--- src/rtl/vblank_update_scheduler.sv ---
// Shares the vertical-blanking update window between N_REQ game-logic units.
// Round-robin, one time-limited slot per unit per frame, opened by frame_end.
module vblank_update_scheduler #(
  parameter int N_REQ         = 4,
  parameter int WINDOW_CYCLES = 32000,
  parameter int SLOT_MAX      = 4096,
  parameter int FC_WIDTH      = 8
) (
  input  logic                clk,
  input  logic                reset,
  input  logic                frame_end,
  input  logic [N_REQ-1:0]    req,
  input  logic [N_REQ-1:0]    done,
  output logic [N_REQ-1:0]    grant,
  output logic                window_active,
  output logic                frame_start,
  output logic [FC_WIDTH-1:0] frame_count,
  output logic                slot_timeout,
  output logic                frame_overrun,
  output logic [N_REQ-1:0]    unserved
);

  localparam int IDX_W  = $clog2(N_REQ);
  localparam int WIN_W  = $clog2(WINDOW_CYCLES);
  localparam int SLOT_W = $clog2(SLOT_MAX);
  localparam logic [WIN_W-1:0]  WIN_LAST  = WIN_W'(WINDOW_CYCLES - 1);
  localparam logic [SLOT_W-1:0] SLOT_LAST = SLOT_W'(SLOT_MAX - 1);
  localparam logic [IDX_W:0]    N_WIDE    = (IDX_W+1)'(N_REQ);

  typedef enum logic [1:0] {IDLE, ARB, GRANT} state_t;

  state_t            state_q, state_d;
  logic [WIN_W-1:0]  win_cnt;
  logic [SLOT_W-1:0] slot_cnt;
  logic [IDX_W-1:0]  rr_ptr, rr_next;
  logic [IDX_W-1:0]  gnt_idx, pick_idx;
  logic              pick_valid;
  logic [N_REQ-1:0]  served, served_d, eligible;
  logic              win_close, slot_limit, gnt_done;
  logic [IDX_W:0]    rr_sum;

  assign eligible   = req & ~served;
  assign win_close  = (state_q != IDLE) && (win_cnt == WIN_LAST);
  assign slot_limit = (state_q == GRANT) && (slot_cnt == SLOT_LAST);
  assign gnt_done   = (state_q == GRANT) && done[gnt_idx];

  // First eligible unit at or above rr_ptr, wrapping past N_REQ-1.
  always_comb begin
    logic [IDX_W:0] cand;
    // NOTE: every variable written here gets a default first, so no path infers a latch.
    pick_valid = 1'b0;
    pick_idx   = '0;
    cand       = '0;
    for (int i = 0; i < N_REQ; i++) begin
      cand = {1'b0, rr_ptr} + (IDX_W+1)'(i);
      if (cand >= N_WIDE) cand = cand - N_WIDE;
      if (!pick_valid && eligible[cand[IDX_W-1:0]]) begin
        pick_valid = 1'b1;
        pick_idx   = cand[IDX_W-1:0];
      end
    end
  end

  always_comb begin
    rr_sum  = {1'b0, pick_idx} + (IDX_W+1)'(1);
    rr_next = (rr_sum == N_WIDE) ? '0 : rr_sum[IDX_W-1:0];
  end

  // A revoke at window close leaves the unit unserved; done still counts.
  always_comb begin
    served_d = served;
    if (state_q == IDLE && frame_end)
      served_d = '0;
    else if (state_q == GRANT && (gnt_done || (slot_limit && !win_close)))
      served_d[gnt_idx] = 1'b1;
  end

  always_ff @(posedge clk or posedge reset) begin
    // NOTE: non-blocking assignments so every register updates from pre-edge values.
    if (reset) state_q <= IDLE;
    else       state_q <= state_d;
  end

  always_comb begin
    state_d = state_q;
    unique case (state_q)
      IDLE:    if (frame_end) state_d = ARB;
      ARB: begin
        if (win_close)       state_d = IDLE;
        else if (pick_valid) state_d = GRANT;
      end
      GRANT: begin
        if (win_close)                  state_d = IDLE;
        else if (gnt_done || slot_limit) state_d = ARB;
      end
      default: state_d = IDLE;
    endcase
  end

  always_comb begin
    window_active = (state_q != IDLE);
    frame_start   = (state_q == ARB) && (win_cnt == '0);
  end

  always_ff @(posedge clk or posedge reset) begin
    if (reset) begin
      grant         <= '0;
      gnt_idx       <= '0;
      rr_ptr        <= '0;
      served        <= '0;
      win_cnt       <= '0;
      slot_cnt      <= '0;
      unserved      <= '0;
      frame_count   <= '0;
      slot_timeout  <= 1'b0;
      frame_overrun <= 1'b0;
    end else begin
      frame_count   <= frame_count + FC_WIDTH'(frame_end);
      frame_overrun <= frame_end && (state_q != IDLE);
      slot_timeout  <= (state_q == GRANT) && !gnt_done && (slot_limit || win_close);
      served        <= served_d;
      win_cnt       <= (state_q == IDLE || state_d == IDLE) ? '0 : win_cnt + WIN_W'(1);
      slot_cnt      <= (state_q == GRANT && state_d == GRANT) ? slot_cnt + SLOT_W'(1) : '0;

      if (state_q == ARB && state_d == GRANT) begin
        grant   <= N_REQ'(1) << pick_idx;
        gnt_idx <= pick_idx;
        rr_ptr  <= rr_next;
      end else if (state_d != GRANT) begin
        grant <= '0;
      end

      if (win_close) unserved <= req & ~served_d;
    end
  end

endmodule

--- config.mk ---
export PLATFORM = sky130hd
export DESIGN_NAME = vblank_update_scheduler
export DESIGN_NICKNAME = d
export VERILOG_FILES = /design/src/rtl/vblank_update_scheduler.sv
export SDC_FILE = /design/constraint.sdc
export NUM_CORES = 1
export LEC_CHECK = 0
export BUFFER_PORTS_ARGS = -buffer_cell sky130_fd_sc_hd__buf_4
export CAP_MARGIN = 20
export CORE_ASPECT_RATIO = 1.5
export CORE_UTILIZATION = 58
export DETAILED_ROUTE_END_ITERATION = 8
export GPL_ROUTABILITY_DRIVEN = 0
export HOLD_SLACK_MARGIN = 0.06
export MAX_ROUTING_LAYER = met4
export PLACE_DENSITY = 0.77
export SLEW_MARGIN = 20
export SYNTH_ARGS = -nofsm -noshare
export SYNTH_HDL_FRONTEND = slang
export SYNTH_SLANG_ARGS = --single-unit
--- constraint.sdc ---
create_clock -name clk -period 2.2 [get_ports clk]
set_input_delay 0.22 -clock clk [delete_from_list [all_inputs] [get_ports clk]]
set_output_delay 0.22 -clock clk [all_outputs]
set_load 0.05 [all_outputs]
# Yosys cells after proc, flatten, opt, wreduce, memory -nomap -nowiden
# Cells that the tools add are included.
totals:
  ff_bits: 55
  latchBits: 0
  ramBits: 0
  rom_bits: 0
  out_inout_bits: 20
  wordCells: 112
  mem_count: 0
op_classes:
  add_sub_neg: 11
  n_mul: 0
  div: 0
  magnitude_cmp: 10
  n_eq_ne: 7
  n_shift: 1
  muxes: 37
  bitwise: 5
  reduce_logical: 30
ops:
  columns: ["operator", "count"]
  rows:
  - ["two-way mux 2 bit", 14]
  - ["logical AND 1 bit", 16]
  - ["two-way mux 4 bit", 4]
  - ["adder 15 x 1 -> 15 bit, second input constant", 1]
  - ["== test 15 bit, second input constant", 1]
  - ["zero test 15 bit", 1]
  - ["< comparator 2 x 3 -> 1 bit, second input constant", 5]
  - ["two-way mux 15 bit", 1]
  - ["adder 12 x 1 -> 12 bit, second input constant", 1]
  - ["== test 12 bit, second input constant", 1]
  - ["two-way mux 12 bit", 1]
  - ["binary-select mux 1 bit (select 2 bit)", 5]
  - ["two-way mux 1 bit", 10]
  - [">= comparator 3 bit, second input constant", 3]
  - ["adder 8 x 1 -> 8 bit", 1]
  - ["bitwise AND 4 bit", 2]
  - ["NOT 4 bit", 2]
  - ["subtractor 2 x 1 -> 2 bit, second input constant", 4]
  - ["adder 2 x 1 -> 3 bit, second input constant", 2]
  - ["adder 2 x 2 -> 3 bit, second input constant", 2]
  - ["one-hot mux 2 bit (3 select lines)", 1]
  - ["zero test 1 bit", 5]
  - ["== test 2 bit, second input constant", 2]
  - ["zero test 2 bit", 2]
  - ["10 further kinds", 14]

# Logic depth before layout (Yosys ltp)
depth:
  word_depth: 20
  depth_mapped: 7
  ltp_nobuf: 6

# Worst setup path after synthesis
# Ideal clock, no wire load.
synth_path:
  path_kind: "register to register"
  from: "register served[2]"
  to: "register rr_ptr[1]"
  arrival_time_ps: 1808
  path_slack_ps: 267
  stages_incl_launch_ff: 7
  period_less_slack_ps: 1933
  path_cell_list: "dfrtp_1 -> nor2b_1 -> or3b_2 -> and3_1 -> inv_1 -> ha_1 -> mux2_2"
synth_via:
  word_cells_on_any_way: 32
synth_rtl:
  columns: ["element", "line", "text"]
  rows:
  - ["start: declaration", "38", "logic [N_REQ-1:0] served, served_d, eligible;"]
  - ["start signal: assignment", "121", "served <= served_d;"]
  - ["NOT 4 bit (*)", "42", "assign eligible = req & ~served;"]
  - ["bitwise AND 4 bit (*)", "42", null]
  - ["binary-select mux 1 bit (select 2 bit)", "57", "if (!pick_valid && eligible[cand[IDX_W-1:0]]) begin"]
  - ["two-way mux 1 bit (implied by the code)", "57", null]
  - ["two-way mux 1 bit", "57", null]
  - ["zero test 1 bit", "57", null]
  - ["logical AND 1 bit", "57", null]
  - ["two-way mux 1 bit", "57", null]
  - ["[3 not listed]", null, null]
  - ["zero test 1 bit", "57", null]
  - ["logical AND 1 bit", "57", null]
  - ["two-way mux 2 bit (*)", "57", null]
  - ["net pick_idx[0]", "36", "logic [IDX_W-1:0] gnt_idx, pick_idx;"]
  - ["adder 2 x 1 -> 3 bit (*)", "65", "rr_sum = {1'b0, pick_idx} + (IDX_W+1)'(1);"]
  - ["== test 3 bit", "66", "rr_next = (rr_sum == N_WIDE) ? '0 : rr_sum[IDX_W-1:0];"]
  - ["two-way mux 2 bit (*)", "66", null]
  - ["net rr_next[1]", "35", "logic [IDX_W-1:0] rr_ptr, rr_next;"]
  - ["end signal: assignment", "128", "rr_ptr <= rr_next;"]
  - ["end: declaration", "35", null]
# The timed path passes the listed nets; every way through them passes the cells marked *. The select of a mux whose other input is x is not followed.
# A chain may end at the register's enable or synchronous reset.

# Worst setup path in the final report
# Ends and elaborated chain as after synthesis.

==> impl_summary.md <==
Clock tree
The number of buffers inserted to repair setup after CTS is 0. For this design, the sink count on the clock tree is 55. The CTS buffer count is 5. The deepest clock path buffer count is 2. The TritonCTS clock tree is yes. The number of levels the H-tree was split into is 2. At the later pin of the worst-skew pair, clock insertion delay measures 0.31 ns.

The root buffer cell is sky130_fd_sc_hd__clkbuf_8. The register clock-pin slew on the reported worst setup and hold paths is 0.10 ns.

Placed design
After legalization and detailed placement, the total HPWL measured 3940 um. Timing analysis after detailed placement gives a worst setup slack of 0.138 ns. During placement, the flow inserted port buffers numbering 30.

Drt
For this run, design rule violations remaining after detail routing come to 0. The iteration-0 DRC count of the detailed router is 93. The via count normalized by instance count is 5.73. The final layout contains routed wiring with a total length of 5400 um. The length of routed met2 wiring is 2850 um.

The average wire per cell in the routed design is 14.6 um. The highest metal layer with signal wires is met4. The detailed router put a total of 2290 um of wire on met1. The pre-antenna-repair detailed-routing pass consisted of 4 iterations.

Once detail routing completed, the nets flagged for antenna violations numbered 0. The wire length on met3 is 166 um. The routed via count is 2119.

Floorplan
The boundary pin count is 31. The core region is 4580 um2. The die covers 5130 um2. The floorplan die width is 58.8 um. The floorplan die height is 87.2 um. The initial utilization of the core area, before any placement, comes to 61.3%. The floorplan has 30 rows.

Synthesis
The number of synthesized flops with an enable pin is 0. The dominant cell type by area after synthesis is sky130_fd_sc_hd__dfrtp_1. The Yosys step of the flow raised 0 warnings.

The share of async-settable or async-resettable flops after synthesis is 100%. Counting instances in the post-synthesis netlist gives the leading cell types as sky130_fd_sc_hd__dfrtp_1, sky130_fd_sc_hd__nor2_1, sky130_fd_sc_hd__inv_1. The flip-flop and latch count after synthesis is 55.

In this run the cell area of the synthesized design comes to 2810 um2. The library cell with the highest instance count after synthesis is sky130_fd_sc_hd__dfrtp_1. The share of synthesized area in the top cell type comes to 49.0%. The net count after synthesis is 290. The share of the yosys chip area belonging to registers is 49.0%. The average cell area after synthesis is 10.4 um2. Ranked by total cell area, the synthesized netlist is headed by sky130_fd_sc_hd__dfrtp_1, sky130_fd_sc_hd__xnor2_1, sky130_fd_sc_hd__xor2_1, sky130_fd_sc_hd__nor2_1, sky130_fd_sc_hd__ha_1. The most used flip-flop cell after synthesis is sky130_fd_sc_hd__dfrtp_1. In this run, distinct cell masters in the synthesized netlist total 55. The number of instances in the synthesized netlist is 270.

STA
The final hold violation count is 0. Based on the critical path, the design can be clocked at up to 0.498 GHz. Setup repair after global routing left no endpoint under its margin. The final sum of negative setup slack is 0 ns. On the final layout, the worst clock skew is 0.00964 ns. The time the final worst path needs with I/O delays and setup is 2.01 ns. The relative max-transition margin is 56.4%. The worst path uses 91.3% of the clock period. The measured slew at the worst slew-check pin is 0.653 ns. The setup slack after layout is 0.190 ns. Setup violations remaining at the end of the flow were counted as 0. The number of pins with negative max-slew slack in the final report is 0.

Status
The run finished with clean final reports.

Global route
The first global-routing pass estimated 9230 um of wire. The overflow left after global routing is 0. Entering global routing, the biggest net connects 34 pins. The number of antenna violations at the first check in global routing came to 0. The aggregate global-route resource usage is 24.0%.

The via count of the first global-routing pass is 2085.

Setup path
The path depth of the worst reg2reg path is 6. The launch point of the critical path is served[2]$_DFF_PP0_. In this run the number of cells on the critical path is 6.

In this design, the stage delay of the slowest critical-path cell is 0.48 ns. The critical path launch point type is a flip-flop. The setup slack of the most critical reg-to-reg path is 0.19 ns. STA puts the critical path data arrival time at 2.21 ns. In this design, the largest share of critical-path delay is due to simple AND/OR/NAND/NOR gates. In this run the critical register-to-register path is launched from served[2]$_DFF_PP0_.

The class of the most critical setup path is flip-flop to flip-flop. Traced cell by cell, the critical path runs through nor2b_2, or3b_2, and3_1, inv_1, ha_1, mux2_2. The data required time of the critical path is 2.40 ns. The combined buffer and inverter count along the critical path is 1. The critical path ends at rr_ptr[1]$_DFFE_PP0P_. The endpoint identified for the worst register-to-register timing path is rr_ptr[1]$_DFFE_PP0P_.

The sort of element at the end of the critical path is a flip-flop. The highest-delay cell along the critical path is sky130_fd_sc_hd__or3b_2. Along the worst path, the maximum fanout reaches 5.

Final layout
Relative to the synthesized area, the layout overhead comes to 14.5%. Of the cells placed in the final design, the portion with a size suffix greater than 1 is 19.6%. The total number of nets in the final design is 325. The antenna diode instance count is 0.

Power and ir drop
The cell area power density is 1060 nW/um2. Across the VDD grid, the largest voltage drop is 0.853 mV. The leakage power figure is 1.39 nW.

Run
Max-cap violations in this run came to 0.

Hold path
The startpoint identified for the worst hold timing path is frame_end. The type of the worst min-delay path is primary input to flip-flop.
==> stage by stage <==
stage | cells | hold WS [ns] | power (mW) | utilization, % | instance area [um2]
finish | 370 | 0.146 | 3.42 | 70.2 | 3220
CTS | 370 | 0.146 | 3.44 | 70.2 | 3210
global route | 370 | 0.149 | 3.61 | 70.2 | 3220
global placement | 361 | 0.359 | 2.79 | 67.7 | 3100
detailed placement | 361 | 0.358 | 2.83 | 67.7 | 3100
floorplan | 270 | 0.349 | 2.46 | - | 2810
==> worst min path at each step <==
stage                                to  slack [ns]  cells past startpoint
2_1_floorplan   frame_overrun$_DFF_PP0_        0.35                      1
3_3_place_gp      slot_cnt[2]$_DFF_PP0_        0.36                      2
3_5_place_dp   frame_count[7]$_DFF_PP0_        0.36                      2
4_1_cts         frame_overrun$_DFF_PP0_        0.15                      2
5_1_grt        frame_count[0]$_DFF_PP0_        0.15                      2
6_report        frame_overrun$_DFF_PP0_        0.15                      2
==> kinds of logic (layout without fill, tap and decap cells) <==
group	after synthesis	after routing	share of synthesized area, %
simple gates	102	102	20.2
flops	55	55	49.0
mux	7	7	2.67
xor+xnor	28	28	8.73
buf+inv	23	59	3.83
compound gates	46	46	11.6
fa+ha+maj	9	9	4.01
==> layout make-up <==
cell class	instances	area, um2
Multi-Input combinational cell	192	1330
Fill cell	385	1360
Clock buffer	7	96.3
Inverter	15	56.3
Sequential cell	55	1380
Tap cell	64	80.1
Clock inverter	1	7.51
Timing Repair Buffer	36	273
==> flip-flops by register name, indices dropped and copies added, names as in the netlist <==
register / count
served: 4
rr_ptr: 2
frame_overrun: 1
grant: 4
gnt_idx: 2
slot_timeout: 1
win_cnt: 15
state_q: 2
slot_cnt: 12
unserved: 4
frame_count: 8
==> report_power, final <==
part           total (mW)  switching (mW)  internal [mW]  leakage, nW
sequential           1.40           0.201           1.20        0.720
combinational        1.41           0.902          0.509        0.619
clock               0.606           0.319          0.287       0.0505
total                3.42            1.42           2.00         1.39
==> placed cells by master (no fill, tap or decap), drive strengths merged, types with 9 or more instances in the layout <==
cell	count
ha	9
xor2	14
dfrtp	55
nand3	13
inv	15
o21ai	14
xnor2	14
nand2	9
buf	35
nor2	31
==> what timing repair did <==
action	in CTS	in global routing
setup endpoints to repair	0	1
endpoints found under the hold margin	31	0
hold buffers	1	0
gates resized for setup	0	1
==> metal layers <==
metal / global-route usage, % / vias up
met5: - / -
met4: 7.79 / 0
met3: 3.86 / 10
met2: 41.6 / 39
met1: 27.9 / 1045
li1: - / 1025
No activity file was read; power rests on OpenSTA's default activity.
